[src/rtl/multi_tone_nco_bank_if.sv]
// Config and sample bus of the tone bank: the master side drives config, the slave side
// (the tone bank) drives the sample stream and status flags.
interface multi_tone_nco_bank_if #(
    parameter int ACC_W = 32,
    parameter int OUT_W = 16,
    parameter int CH_AW = 2
);
    logic [31:0]             div_period;
    logic                    cfg_we;
    logic [CH_AW-1:0]        cfg_ch;
    logic [ACC_W-1:0]        cfg_inc;
    logic [1:0]              cfg_mode;
    logic [2:0]              cfg_shift;
    logic                    cfg_clr_phase;
    logic                    sample_tick;
    logic signed [OUT_W-1:0] sample_out;
    logic                    sample_valid;
    logic                    busy;
    logic                    overrun;

    modport master (
        output div_period, cfg_we, cfg_ch, cfg_inc, cfg_mode, cfg_shift, cfg_clr_phase,
        input  sample_tick, sample_out, sample_valid, busy, overrun
    );

    modport slave (
        input  div_period, cfg_we, cfg_ch, cfg_inc, cfg_mode, cfg_shift, cfg_clr_phase,
        output sample_tick, sample_out, sample_valid, busy, overrun
    );
endinterface

[src/rtl/multi_tone_nco_bank.sv]
// NUM_CH time-multiplexed NCO tones mixed into one saturated sample per divider strobe.
// Latency: sample_valid NUM_CH+1 clks after sample_tick; no backpressure, ticks while busy are dropped and flag overrun.
module multi_tone_nco_bank #(
    parameter int NUM_CH = 4,
    parameter int ACC_W  = 32,
    parameter int OUT_W  = 16,
    parameter int CH_AW  = 2
) (
    input  logic                 clk,
    input  logic                 reset,
    multi_tone_nco_bank_if.slave bus
);
    localparam int SUM_W = OUT_W + CH_AW;
    localparam logic [31:0] MIN_P = 32'(NUM_CH + 2);
    localparam logic signed [SUM_W-1:0] SAT_MAX = SUM_W'(2 ** (OUT_W - 1) - 1);
    localparam logic signed [SUM_W-1:0] SAT_MIN = ~SAT_MAX;
    localparam logic signed [OUT_W-1:0] SQ_POS  = OUT_W'(2 ** (OUT_W - 1) - 1);
    localparam logic signed [OUT_W-1:0] SQ_NEG  = -SQ_POS;

    typedef enum logic [1:0] {S_IDLE, S_RUN, S_DONE} state_t;

    state_t                  state_q, state_d;
    logic [31:0]             cnt_q, cnt_d;
    logic [31:0]             per_q, per_d;
    logic [CH_AW-1:0]        ch_q, ch_d;
    logic signed [SUM_W-1:0] sum_q, sum_d;
    logic signed [OUT_W-1:0] out_q, out_d;
    logic                    overrun_q, overrun_d;
    logic [ACC_W-1:0]        phase_q [NUM_CH];
    logic [ACC_W-1:0]        phase_d [NUM_CH];
    logic [ACC_W-1:0]        inc_q   [NUM_CH];
    logic [ACC_W-1:0]        inc_d   [NUM_CH];
    logic [1:0]              mode_q  [NUM_CH];
    logic [1:0]              mode_d  [NUM_CH];
    logic [2:0]              shift_q [NUM_CH];
    logic [2:0]              shift_d [NUM_CH];

    logic                    tick;
    logic                    cfg_ok;
    logic [ACC_W-1:0]        p;
    logic [OUT_W-1:0]        t;
    logic [OUT_W-1:0]        u;
    logic signed [OUT_W-1:0] wave;
    logic signed [OUT_W-1:0] wave_sh;
    logic signed [SUM_W-1:0] acc;

    generate
        if (NUM_CH == (1 << CH_AW)) begin : g_full_range
            assign cfg_ok = 1'b1;
        end else begin : g_part_range
            assign cfg_ok = (32'(bus.cfg_ch) < 32'(NUM_CH));
        end
    endgenerate

    // The period is sampled when the counter restarts, so a new div_period lands at the wrap.
    always_comb begin
        per_d = per_q;
        if (cnt_q == '0) begin
            per_d = (bus.div_period < MIN_P) ? MIN_P : bus.div_period;
        end
        tick  = (cnt_q == per_d - 32'd1);
        cnt_d = tick ? '0 : cnt_q + 32'd1;
    end

    always_comb begin
        p = phase_q[ch_q] + inc_q[ch_q];
        t = p[ACC_W-1 -: OUT_W];
        u = p[ACC_W-2 -: OUT_W] ^ {OUT_W{p[ACC_W-1]}};
        case (mode_q[ch_q])
            2'd0:    wave = {~t[OUT_W-1], t[OUT_W-2:0]};
            2'd1:    wave = p[ACC_W-1] ? SQ_NEG : SQ_POS;
            2'd2:    wave = {~u[OUT_W-1], u[OUT_W-2:0]};
            default: wave = '0;
        endcase
        wave_sh = wave >>> shift_q[ch_q];
        acc     = sum_q + SUM_W'(wave_sh);
    end

    always_comb begin
        state_d   = state_q;
        ch_d      = ch_q;
        sum_d     = sum_q;
        out_d     = out_q;
        overrun_d = overrun_q;
        phase_d   = phase_q;
        inc_d     = inc_q;
        mode_d    = mode_q;
        shift_d   = shift_q;

        case (state_q)
            S_IDLE: begin
                if (tick) begin
                    state_d = S_RUN;
                    ch_d    = '0;
                    sum_d   = '0;
                end
            end
            S_RUN: begin
                phase_d[ch_q] = p;
                sum_d         = acc;
                ch_d          = ch_q + 1'b1;
                if (32'(ch_q) == 32'(NUM_CH - 1)) begin
                    state_d = S_DONE;
                    if (acc > SAT_MAX)      out_d = SAT_MAX[OUT_W-1:0];
                    else if (acc < SAT_MIN) out_d = SAT_MIN[OUT_W-1:0];
                    else                    out_d = acc[OUT_W-1:0];
                end
            end
            S_DONE:  state_d = S_IDLE;
            default: state_d = S_IDLE;
        endcase

        if (tick && (state_q != S_IDLE)) overrun_d = 1'b1;

        // Config lands after the RUN update above, so a same-cycle hit still uses the old values.
        if (bus.cfg_we && cfg_ok) begin
            inc_d[bus.cfg_ch]   = bus.cfg_inc;
            mode_d[bus.cfg_ch]  = bus.cfg_mode;
            shift_d[bus.cfg_ch] = bus.cfg_shift;
            if (bus.cfg_clr_phase) phase_d[bus.cfg_ch] = '0;
        end
    end

    always_ff @(posedge clk or negedge reset) begin
        if (!reset) begin
            state_q   <= S_IDLE;
            cnt_q     <= '0;
            per_q     <= MIN_P;
            ch_q      <= '0;
            sum_q     <= '0;
            out_q     <= '0;
            overrun_q <= 1'b0;
            for (int i = 0; i < NUM_CH; i++) begin
                phase_q[i] <= '0;
                inc_q[i]   <= '0;
                mode_q[i]  <= 2'd3;
                shift_q[i] <= '0;
            end
        end else begin
            state_q   <= state_d;
            cnt_q     <= cnt_d;
            per_q     <= per_d;
            ch_q      <= ch_d;
            sum_q     <= sum_d;
            out_q     <= out_d;
            overrun_q <= overrun_d;
            phase_q   <= phase_d;
            inc_q     <= inc_d;
            mode_q    <= mode_d;
            shift_q   <= shift_d;
        end
    end

    assign bus.sample_tick  = tick;
    assign bus.sample_out   = out_q;
    assign bus.sample_valid = (state_q == S_DONE);
    assign bus.busy         = (state_q != S_IDLE);
    assign bus.overrun      = overrun_q;
endmodule
[src/flat_wrapper.sv]
// flat-port wrapper written by rule: the top's interface ports become plain ports
module multi_tone_nco_bank_flat 
#(
    parameter int NUM_CH = 4,
    parameter int ACC_W  = 32,
    parameter int OUT_W  = 16,
    parameter int CH_AW  = 2
)
  (clk, reset, bus_div_period, bus_cfg_we, bus_cfg_ch, bus_cfg_inc, bus_cfg_mode, bus_cfg_shift, bus_cfg_clr_phase, bus_sample_tick, bus_sample_out, bus_sample_valid, bus_busy, bus_overrun);
  multi_tone_nco_bank_if #(.ACC_W(ACC_W), .OUT_W(OUT_W), .CH_AW(CH_AW)) bus_i ();
  input  logic clk;
  input  logic reset;
  input wire logic [$bits(bus_i.div_period)-1:0] bus_div_period;
  input wire logic [$bits(bus_i.cfg_we)-1:0] bus_cfg_we;
  input wire logic [$bits(bus_i.cfg_ch)-1:0] bus_cfg_ch;
  input wire logic [$bits(bus_i.cfg_inc)-1:0] bus_cfg_inc;
  input wire logic [$bits(bus_i.cfg_mode)-1:0] bus_cfg_mode;
  input wire logic [$bits(bus_i.cfg_shift)-1:0] bus_cfg_shift;
  input wire logic [$bits(bus_i.cfg_clr_phase)-1:0] bus_cfg_clr_phase;
  output wire logic [$bits(bus_i.sample_tick)-1:0] bus_sample_tick;
  output wire logic [$bits(bus_i.sample_out)-1:0] bus_sample_out;
  output wire logic [$bits(bus_i.sample_valid)-1:0] bus_sample_valid;
  output wire logic [$bits(bus_i.busy)-1:0] bus_busy;
  output wire logic [$bits(bus_i.overrun)-1:0] bus_overrun;
  assign bus_i.div_period = bus_div_period;
  assign bus_i.cfg_we = bus_cfg_we;
  assign bus_i.cfg_ch = bus_cfg_ch;
  assign bus_i.cfg_inc = bus_cfg_inc;
  assign bus_i.cfg_mode = bus_cfg_mode;
  assign bus_i.cfg_shift = bus_cfg_shift;
  assign bus_i.cfg_clr_phase = bus_cfg_clr_phase;
  assign bus_sample_tick = bus_i.sample_tick;
  assign bus_sample_out = bus_i.sample_out;
  assign bus_sample_valid = bus_i.sample_valid;
  assign bus_busy = bus_i.busy;
  assign bus_overrun = bus_i.overrun;
  multi_tone_nco_bank #(.NUM_CH(NUM_CH), .ACC_W(ACC_W), .OUT_W(OUT_W), .CH_AW(CH_AW)) u_core (.clk(clk), .reset(reset), .bus(bus_i));
endmodule
[config.mk]
export PLATFORM = sky130hd
export DESIGN_NAME = multi_tone_nco_bank_flat
export DESIGN_NICKNAME = d
export VERILOG_FILES = /design/src/rtl/multi_tone_nco_bank_if.sv /design/src/rtl/multi_tone_nco_bank.sv /design/src/flat_wrapper.sv
export SDC_FILE = /design/constraint.sdc
export NUM_CORES = 1
export LEC_CHECK = 0
export CAP_MARGIN = 20
export CORE_AREA = 2 2 195 197
export CTS_CLUSTER_DIAMETER = 50
export DETAILED_ROUTE_END_ITERATION = 6
export DIE_AREA = 0 0 197 199
export PLACE_DENSITY = 0.82
export SKIP_LAST_GASP = 1
export SYNTH_ARGS = -nofsm -noshare
export SYNTH_HDL_FRONTEND = slang
export SYNTH_SLANG_ARGS = --single-unit
export TNS_END_PERCENT = 1
[constraint.sdc]
create_clock -name clk -period 12.6 [get_ports clk]
set_input_delay 3.78 -clock clk [delete_from_list [all_inputs] [get_ports clk]]
set_output_delay 3.78 -clock clk [all_outputs]
set_load 0.02 [all_outputs]
== Yosys cells after proc, flatten, opt, wreduce, memory -nomap -nowiden ==
Index checks and enable logic that the tools add are counted.
W data, S select, Z words.

* Memories: 0
* ROM bits: 0
* Logic and storage cells: 103
* Latch bits: 0
* Input port bits: 75
* Bits in writable memories: 0
* Bits in registers: 379

* Add/sub/neg operators: 5
* Shifts and indexed selects: 1
* $lt $le $gt $ge: 7
* Reduce and logical (&&, ||, !) cells: 11
* $mul: 0
* Div/mod/pow operators: 0
* Bitwise operators: 7
* Equal/unequal tests: 8
* Multiplexer cells: 41

{| class="wikitable"
|+ Operator list
! cell !! number
|-
| $mux W128 || 3
|-
| $mux W32 || 9
|-
| $bwmux W128 || 2
|-
| $and A128 B128 Y128 || 1
|-
| $bmux W32 S2 || 2
|-
| $demux W32 S2 || 2
|-
| $not A128 Y128 || 1
|-
| $mux W16 || 3
|-
| $pmux W16 S3 || 1
|-
| $pmux W18 S2 || 1
|-
| $add A32 B1 Y32 const B || 1
|-
| $add A32 B32 Y32 || 1
|-
| $eq A32 B32 Y1 || 1
|-
| $logic_not A32 Y1 || 1
|-
| $lt A32 B3 Y1 const B || 1
|-
| $sub A32 B1 Y32 const B || 1
|-
| $add A18 B16 Y18 || 1
|-
| $gt A18 B16 Y1 const B || 1
|-
| $lt A18 B16 Y1 const B || 1
|-
| $mux W18 || 1
|-
| $sshr A16 B3 Y16 || 1
|-
| $xor A16 B16 Y16 || 1
|-
| $bwmux W12 || 1
|-
| $mux W2 || 6
|-
| 19 further kinds || 36
|}

== Logic depth before layout (Yosys ltp) ==
Gate-level depths: netlist of run 1.

* Depth in word-level cells: 13
* Gate-level depth with buffers: 33

== Worst setup path after synthesis of run 1 ==
OpenSTA, ideal clock, no wires.

* Path type: input port to output port
* Start point: input port bus_div_period[18]
* End point: output port bus_sample_tick
* Path buffers: 1
* Slack: 702 ps
* Cell stages on the path: 16
* Arrival time: 8118 ps
* Cell sequence: or4_4 or4_4 nor3_1 o2bb2ai_1 inv_1 ha_1 buf_1 nor2b_1 nand4_1 o22a_1 and3_1 nor3_1 nor4bb_1 nand4b_1 or4b_2 nor4b_1

* Longest elaborated chain between the ends: 5

{| class="wikitable"
|+ Ends and longest elaborated chain
! item !! line !! source
|-
| start, declared || flat_wrapper.sv:13 || <nowiki>input wire logic [$bits(bus_i.div_period)-1:0] bus_div_period;</nowiki>
|-
| $lt A32 B3 Y1 || multi_tone_nco_bank.sv:59 || <nowiki>per_d = (bus.div_period < MIN_P) ? MIN_P : bus.div_period;</nowiki>
|-
| $mux W32 || multi_tone_nco_bank.sv:59 ||
|-
| $mux W32 || multi_tone_nco_bank.sv:58 || <nowiki>if (cnt_q == '0) begin</nowiki>
|-
| via u_core.per_d[0] || multi_tone_nco_bank.sv:24 || <nowiki>logic [31:0] per_q, per_d;</nowiki>
|-
| $sub A32 B1 Y32 || multi_tone_nco_bank.sv:61 || <nowiki>tick = (cnt_q == per_d - 32'd1);</nowiki>
|-
| $eq A32 B32 Y1 || multi_tone_nco_bank.sv:61 ||
|-
| end, declared || flat_wrapper.sv:20 || <nowiki>output wire logic [$bits(bus_i.sample_tick)-1:0] bus_sample_tick;</nowiki>
|}

The timed path passes the listed nets, and every way through them passes these cells.

== Worst setup path in the final report of run 1 ==
* Start point: input port bus_div_period[18]
* End point: output port bus_sample_tick

* Longest elaborated chain between the ends: 5

{| class="wikitable"
|+ Ends and longest elaborated chain
! item !! line
|-
| $lt A32 B3 Y1 || multi_tone_nco_bank.sv:59
|-
| $mux W32 (*) || multi_tone_nco_bank.sv:59
|-
| $mux W32 (*) || multi_tone_nco_bank.sv:58
|-
| $sub A32 B1 Y32 (*) || multi_tone_nco_bank.sv:61
|-
| $eq A32 B32 Y1 (*) || multi_tone_nco_bank.sv:61
|}

Mark *: on every way between the ends. The rest lies on a longest branch, timed or not.

==> metrics.txt, run 1 <==
status finished, final reports clean; sequential-to-total area share from yosys stat 0.431; Post-CTS Hold Fix Bufs 0; Clock Skew about 0.023 ns; Die Ht 199 microns; Sw Share 0.354; Placed Cells 2,643; critical path arrival between 8 and 9 ns; P_int around 2.9 mW; worst rel slew slack 0.275; top_reg_cell synth dfrtp_1; ys async rst share 1.00; Starting Density 0.593; Critical R2R Launch u_core.ch_q[0]; placed wire-length estimate 38,300 microns; I/O Pins 95; Crit Path Class primary input to output port; Final Max Slew Viols 0; CP max FO 8; Syn-to-layout area delta 14.0%; final antenna-violating net count 0; CTS tree done; Clock Power Share 0.310; Synth Register Bits 379; syn_area_per_cell about 10 sq um; Register-to-Register Setup Slack about 2.7 ns; H-tree lvl count 2; initial antenna violation count 1; share of post-route cells with drive strength above 1 0.181; Syn. warnings 0; Finished Layout Cells roughly 2,700; # DRC 0; post-CTS setup buffers 0; clock latency on the worst-skew pair 0.59 ns; I/O Buffers 94; Clock Sinks 379; synthesized instance count 2,154; EDFF count, synth 0; HP Start u_core.bus.overrun; PD cells 176 nW/um^2; Yosys cell types 86; total core area about 37,000 sq um; total gr overflow 0; DR pass1 iterations 5; Req. time, crit path 8.82 ns; Inserted Clock Buffers 44; Flop pwr share 0.337; die width a little under 200 microns; setup ws final ~0.16 ns; total track usage 0.303; minimum clock period 12.44 ns; Setup WS pre-CTS -0.158 ns; Root Buffer clkbuf_16; vias in the first global route 18,100; Hold Vio Cnt, Final 0; Final Setup Violations 0; die footprint roughly 40,000 sq um; Avg WL per Cell 21.6 microns; Psw between 1.5 and 2 mW; Critical Path Sink Type output port; Max Clock Freq 80.4 MHz; maximum vdd drop 0.141 mV; Initial DRC Count approximately 1,500; first-pass GRT wire length between 90,000 and 100,000 microns; total wire length 58,900 microns; Post-Syn Nets 2,286; HP Class flip-flop to flip-flop; crit share post-route 0.987; worst-margin pin slew 1.08 ns; Critical Path Source bus_div_period[18]; DR vias/cell about 6.5; via count between 15,000 and 20,000; fin nets 2,349; Max-cap violations 0; clk buf depth 3; pin count of the biggest net entering global routing 159; RSZ-0062 raised after global routing no; clk slew on worst S/H paths 0.06 ns; Comb pwr share 0.353; row count 71; Mapped Area 22,000 sq um; FILL cells approximately 2,800; total leakage power 10.6 nW; CP Launch Type primary input; gpl congestion 0.924
## flip-flops by register name, indices dropped and copies added, names as in the netlist
register / cells
u_core.bus.overrun: 1
u_core.bus.sample_out: 16
u_core.ch_q: 2
u_core.cnt_q: 32
u_core.inc_q: 128
u_core.mode_q: 8
u_core.per_q: 32
u_core.phase_q: 128
u_core.shift_q: 12
u_core.state_q: 2
u_core.sum_q: 18
## power by group through the flow
stage	registers [mW]	clock network, mW	logic, mW
global placement	1.49	0	1.46
CTS	1.49	1.39	1.54
floorplan	1.51	0	1.09
detailed placement	1.51	0	1.52
finish	1.49	1.37	1.56
global route	1.51	1.43	1.71
## critical path: stages
cell and delay [ns]:
clkdlybuf4s50_1 0.45, or4_4 0.58, or4_4 0.45, nor3_1 0.19, buf_4 0.15, nor2_1 0.04, a21o_1 0.19, ha_1 0.20
buf_4 0.17, nand4_1 0.09, or3b_1 0.40, a211oi_1 0.31, nand4b_1 0.15, or4b_2 0.73, nor4b_4 0.29, buf_4 0.16
dlygate4sd2_1 0.32
## synth_stat cells (12+ instances only)
cell        n  area (sq um)
o22ai_1    12          75.1
or3_1      17           106
o31ai_1    14           105
nand4_1    21           131
nor2_1    161           604
and3_1     27           169
nand3_1    33           165
nand2_1   287          1080
clkbuf_1  103           387
xor2_1     51           447
dfrtp_1   369          9230
nor2b_1    17           106
buf_1      12          45.0
mux4_2     65          1460
a211oi_1   44           330
ha_1       55           688
xnor2_1    69           604
o21ai_0    51           255
a31oi_1    12          75.1
a21oi_1   172           861
a21o_1     18           135
nor4_1     22           138
o21a_1     20           150
a22o_1     12           105
nor3_1     33           165
inv_1      38           143
mux2i_1    37           370
mux2_2    171          1930
and2_1     20           125
## stage by stage
stage	TNS [ns]	area [sq um]	hold WS (ns)	util	power, mW
2_1_floorplan	0	22000	0.454	-	2.60
3_3_place_gp	-0.0953	23500	0.436	0.632	2.95
3_5_place_dp	-0.158	23500	0.452	0.632	3.03
4_1_cts	0	25100	0.464	0.675	4.41
5_1_grt	0	25100	0.489	0.676	4.65
6_report	0	25100	0.466	0.676	4.42
## cells by family (layout without fill, tap and decap cells)
family / after synthesis / after routing / synth area share
buffers and inverters: 162 / 261 / 0.0286
and+or+nand+nor: 697 / 697 / 0.149
muxes: 273 / 273 / 0.171
xor gates and xnor gates: 120 / 120 / 0.0477
DFF: 379 / 379 / 0.431
other: 0 / 1 / 0
adders and majority gates: 57 / 57 / 0.0331
AOI/OAI and AO/OA: 466 / 466 / 0.140
## layout make-up
type / count / area (sq um) / share of cell area
diodes: 1 / 2.50 / 0.0000997
clock buffers: 61 / 1270 / 0.0508
clock inverters: 21 / 302 / 0.0120
inverters: 39 / 146 / 0.00583
multi-input cells: 1613 / 12000 / 0.477
flip-flops and latches: 379 / 9500 / 0.379
well taps: 474 / 593 / 0.0236
repair buffers: 140 / 1320 / 0.0526
## layout by cell type, fill, tap and decap left out, drive strengths merged, types with 10 or more instances in the layout
cell,Yosys,final
a21o,18,18
clkbuf,103,61
and4,10,10
and3,27,27
ha,55,55
a22o,12,12
o31ai,15,15
dfstp,10,10
dfrtp,369,369
xor2,51,51
buf,20,47
nor2,161,161
nand2,287,287
nor4,22,22
a31oi,12,12
a211oi,44,44
nor3,33,33
nand3,33,33
o21a,20,20
a21oi,172,172
and2,20,20
nand4,21,21
o211ai,11,11
inv,38,44
o22ai,12,12
nor2b,17,17
o21ai,53,53
or3,17,17
mux2,171,171
xnor2,69,69
mux2i,37,37
clkdlybuf4s50,0,92
mux4,65,65
## path summary, 6_finish.rpt
kind                                                 end  cells after the start
max in group asynchronous              u_core.inc_q[112]                      4
worst min-delay path                  u_core.bus.overrun                      1
worst min register to register        u_core.bus.overrun                      1
min in group asynchronous               u_core.per_q[17]                      1
worst max-delay path                     bus_sample_tick                     17
worst max register to register  u_core.bus.sample_out[2]                     28
## routing by layer
metal  global-route usage  vias to the layer above  part of all wire
met5                    0                        -                 0
met4                0.124                        0             0.030
met3               0.0414                      140             0.068
met2                0.507                      736              0.49
met1                0.400                     8920              0.41
li1                     -                     8008                 -
## repair_timing
| action | in CTS | in global routing |
|---|---|---|
| setup endpoints to repair | 1 | 1 |
| resized for setup | 3 | 1 |
| pin swaps | 0 | 1 |
(Power assumes the default switching activity.)
==> run 2, diff against run 1 <==
--- a/config.mk
+++ b/config.mk
@@ -6,11 +6,11 @@
 export NUM_CORES = 1
 export LEC_CHECK = 0
 export CAP_MARGIN = 20
-export CORE_AREA = 2 2 195 197
+export CORE_AREA = 2 2 202 204
 export CTS_CLUSTER_DIAMETER = 50
 export DETAILED_ROUTE_END_ITERATION = 6
-export DIE_AREA = 0 0 197 199
-export PLACE_DENSITY = 0.82
+export DIE_AREA = 0 0 204 206
+export PLACE_DENSITY = 0.81
 export SKIP_LAST_GASP = 1
 export SYNTH_ARGS = -nofsm -noshare
 export SYNTH_HDL_FRONTEND = slang
==> constraint.sdc (replaced) <==
create_clock -name clk -period 10.6 [get_ports clk]
set_input_delay 3.18 -clock clk [delete_from_list [all_inputs] [get_ports clk]]
set_output_delay 3.18 -clock clk [all_outputs]
set_load 0.02 [all_outputs]
==> metrics.txt, run 2 (synthesized netlist as in run 1, its figures left out) <==
status finished, final reports clean; Avg WL per Cell 20.9 microns (-3.1%); DR vias/cell 6.34 (-2.9%); crit share post-route 0.989; Antenna diodes 0 (-1); total wire length 59,200 microns (+0.54%); total gr overflow 0 (unchanged); PD cells 203 nW/um^2 (+15%); FF-to-FF End u_core.bus.sample_out[7]; share of post-route cells with drive strength above 1 0.199 (+0.0177); Final Max Slew Viols 0 (unchanged); hold_ws 0.462 ns (-0.00382 ns); fin nets 2,398 (+2.1%); clock latency on the worst-skew pair 0.59 ns (about the same); pin count of the biggest net entering global routing 180 (+13%); Die Ht 206 microns (+3.5%); Root Buffer clkbuf_16; clk buf depth 3 (unchanged); area occupied by registers 9500 sq um (unchanged); first-pass GRT wire length 94,000 microns (-0.34%); M2 GR Usage 0.473 (-0.0337); total track usage 0.281 (-0.0222); Critical Path Sink Type output port; CP Launch Type primary input; RSZ-0062 raised after global routing no; die footprint 42,000 sq um (+7.2%); FILL cells 3,099 (+11%); I/O Buffers 94 (unchanged); HP Class flip-flop to flip-flop; Starting Density 0.548 (-0.0450); Final Setup Violations 0 (unchanged); Hold Vio Cnt, Final 0 (unchanged); Max-cap violations 0 (unchanged); critical path arrival 7.31 ns (-1.35 ns); final antenna-violating net count 0 (unchanged); Crit Path Class primary input to output port; met3 Use GR 0.0453 (+0.00388); Req. time, crit path 7.42 ns (-1.40 ns); gpl congestion 0.923 (about the same); row count 74 (+4.2%); Max Clock Freq 95.3 MHz; Clock Sinks 379 (unchanged); die width 204 microns (+3.6%); CP max FO 3 (-5); CTS tree done; DR pass1 iterations 6 (+1); biggest regs u_core.inc_q: 128 flops, u_core.phase_q: 128 flops; maximum vdd drop 0.143 mV (+1.5%); GR peak layer met2; placed wire-length estimate 39,100 microns (+2.2%); Critical Path Source bus_div_period[18]; Core Util, Final 0.634 (-0.0420); Critical R2R Launch u_core.ch_q[0]; via count 17,900 (+0.80%); vias in the first global route 18,100 (-0.028%); initial antenna violation count 0 (-1); Inserted Clock Buffers 44 (unchanged); Multi-input gate area 12,000 sq um (+0.65%); CP endpoint bus_sample_tick; worst rel slew slack 0.286 (+0.0102); commonest non-fill, non-tap cell in the layout dfrtp_1; worst-margin pin slew 1.07 ns (-0.0128 ns); H-tree lvl count 2 (unchanged); Worst R2R Path Depth 27 (-3.6%); Register-to-Register Setup Slack 0.95 ns (-1.73 ns); total leakage power 10.8 nW (+2.2%); most frequent cells in the layout 367 x dfrtp_1, 287 x nand2_1, 172 x a21oi_1; clk slew on worst S/H paths 0.06 ns (about the same); # DRC 0 (unchanged); Initial DRC Count 1,631 (+12%); minimum clock period 10.49 ns; Syn-to-layout area delta 15.7%; met1 Use GR 0.362 (-0.0387); I/O Pins 95 (unchanged); Clock Skew 0.0352 ns (+0.0120 ns); total core area 40,200 sq um (+8.2%)
[run 2: cell count changes in the layout (fill, tap and decap cells not counted), sizes merged]
| cell | delta |
|---|---|
| buf | +50 |
| clkdlybuf4s50 | -4 |
| dlymetal6s2s | +4 |
| bufinv | -3 |
| clkbuf | +3 |
| clkinvlp | -3 |
| clkinv | +2 |
| inv | -2 |
| diode | -1 |
| dlygate4sd2 | -1 |
[run 2: per-layer routing]
metal | vias up | routed length (microns) | part of all wire
met2 | 697 | 29100 | 0.49
met5 | - | 0 | 0
met3 | 152 | 3900 | 0.066
met4 | 0 | 1850 | 0.031
met1 | 8984 | 24400 | 0.41
li1 | 8114 | - | -
[run 2: worst max-delay path, stage by stage]
cell	delay [ns]
dlymetal6s2s_1	0.13
or4_4	0.58
or4_4	0.53
nor3_4	0.23
buf_6	0.13
o2bb2ai_1	0.07
inv_1	0.07
ha_2	0.17
nor2b_4	0.13
nand4_1	0.09
o22a_1	0.22
and3_4	0.17
nor3_4	0.16
nor4bb_4	0.22
nand4b_1	0.17
or4b_4	0.58
nor4b_4	0.27
buf_4	0.19
[run 2: worst min path at each step]
stage | start | to | slack [ns] | cells past startpoint
after floorplan | u_core.state_q[1] | u_core.state_q[0] | 0.45 | 1
after global placement | u_core.bus.overrun | u_core.bus.overrun | 0.44 | 1
after detailed placement | u_core.bus.overrun | u_core.bus.overrun | 0.45 | 1
after CTS | u_core.bus.overrun | u_core.bus.overrun | 0.46 | 1
after global routing | u_core.bus.overrun | u_core.bus.overrun | 0.49 | 1
final | u_core.bus.overrun | u_core.bus.overrun | 0.46 | 1
[run 2: metrics by stage]
stage / TNS, ns / setup slack, ns / instances / instance area (sq um) / power (mW)
3_5_place_dp: -0.857 / -0.857 / 2749 / 23900 / 3.63
2_1_floorplan: 0 / 0.160 / 2154 / 22000 / 3.09
4_1_cts: 0 / 0.00807 / 2829 / 25400 / 5.16
5_1_grt: 0 / 0.0104 / 2831 / 25500 / 5.43
3_3_place_gp: -0.825 / -0.825 / 2749 / 23900 / 3.54
6_report: 0 / 0.112 / 2831 / 25500 / 5.17
[run 2: area by class of cell]
cell class | instances | share of cell area
clock buffers | 64 | 0.0493
repair buffers | 189 | 0.0660
multi-input cells | 1613 | 0.473
clock inverters | 15 | 0.00722
well taps | 532 | 0.0261
inverters | 39 | 0.00574
flip-flops and latches | 379 | 0.373
[run 2: timing repair]
action,in CTS,in global routing
endpoints found under the setup margin,1,1
setup buffers,1,2
gates resized for setup,14,14
pin swaps,5,9
hold buffers,0,0
[run 2: where the power goes]
part | leakage, nW | internal [mW] | switching (mW)
logic | 5.33 | 0.771 | 1.11
registers | 4.78 | 1.66 | 0.116
clock network | 0.700 | 0.882 | 0.632
total | 10.8 | 3.31 | 1.86
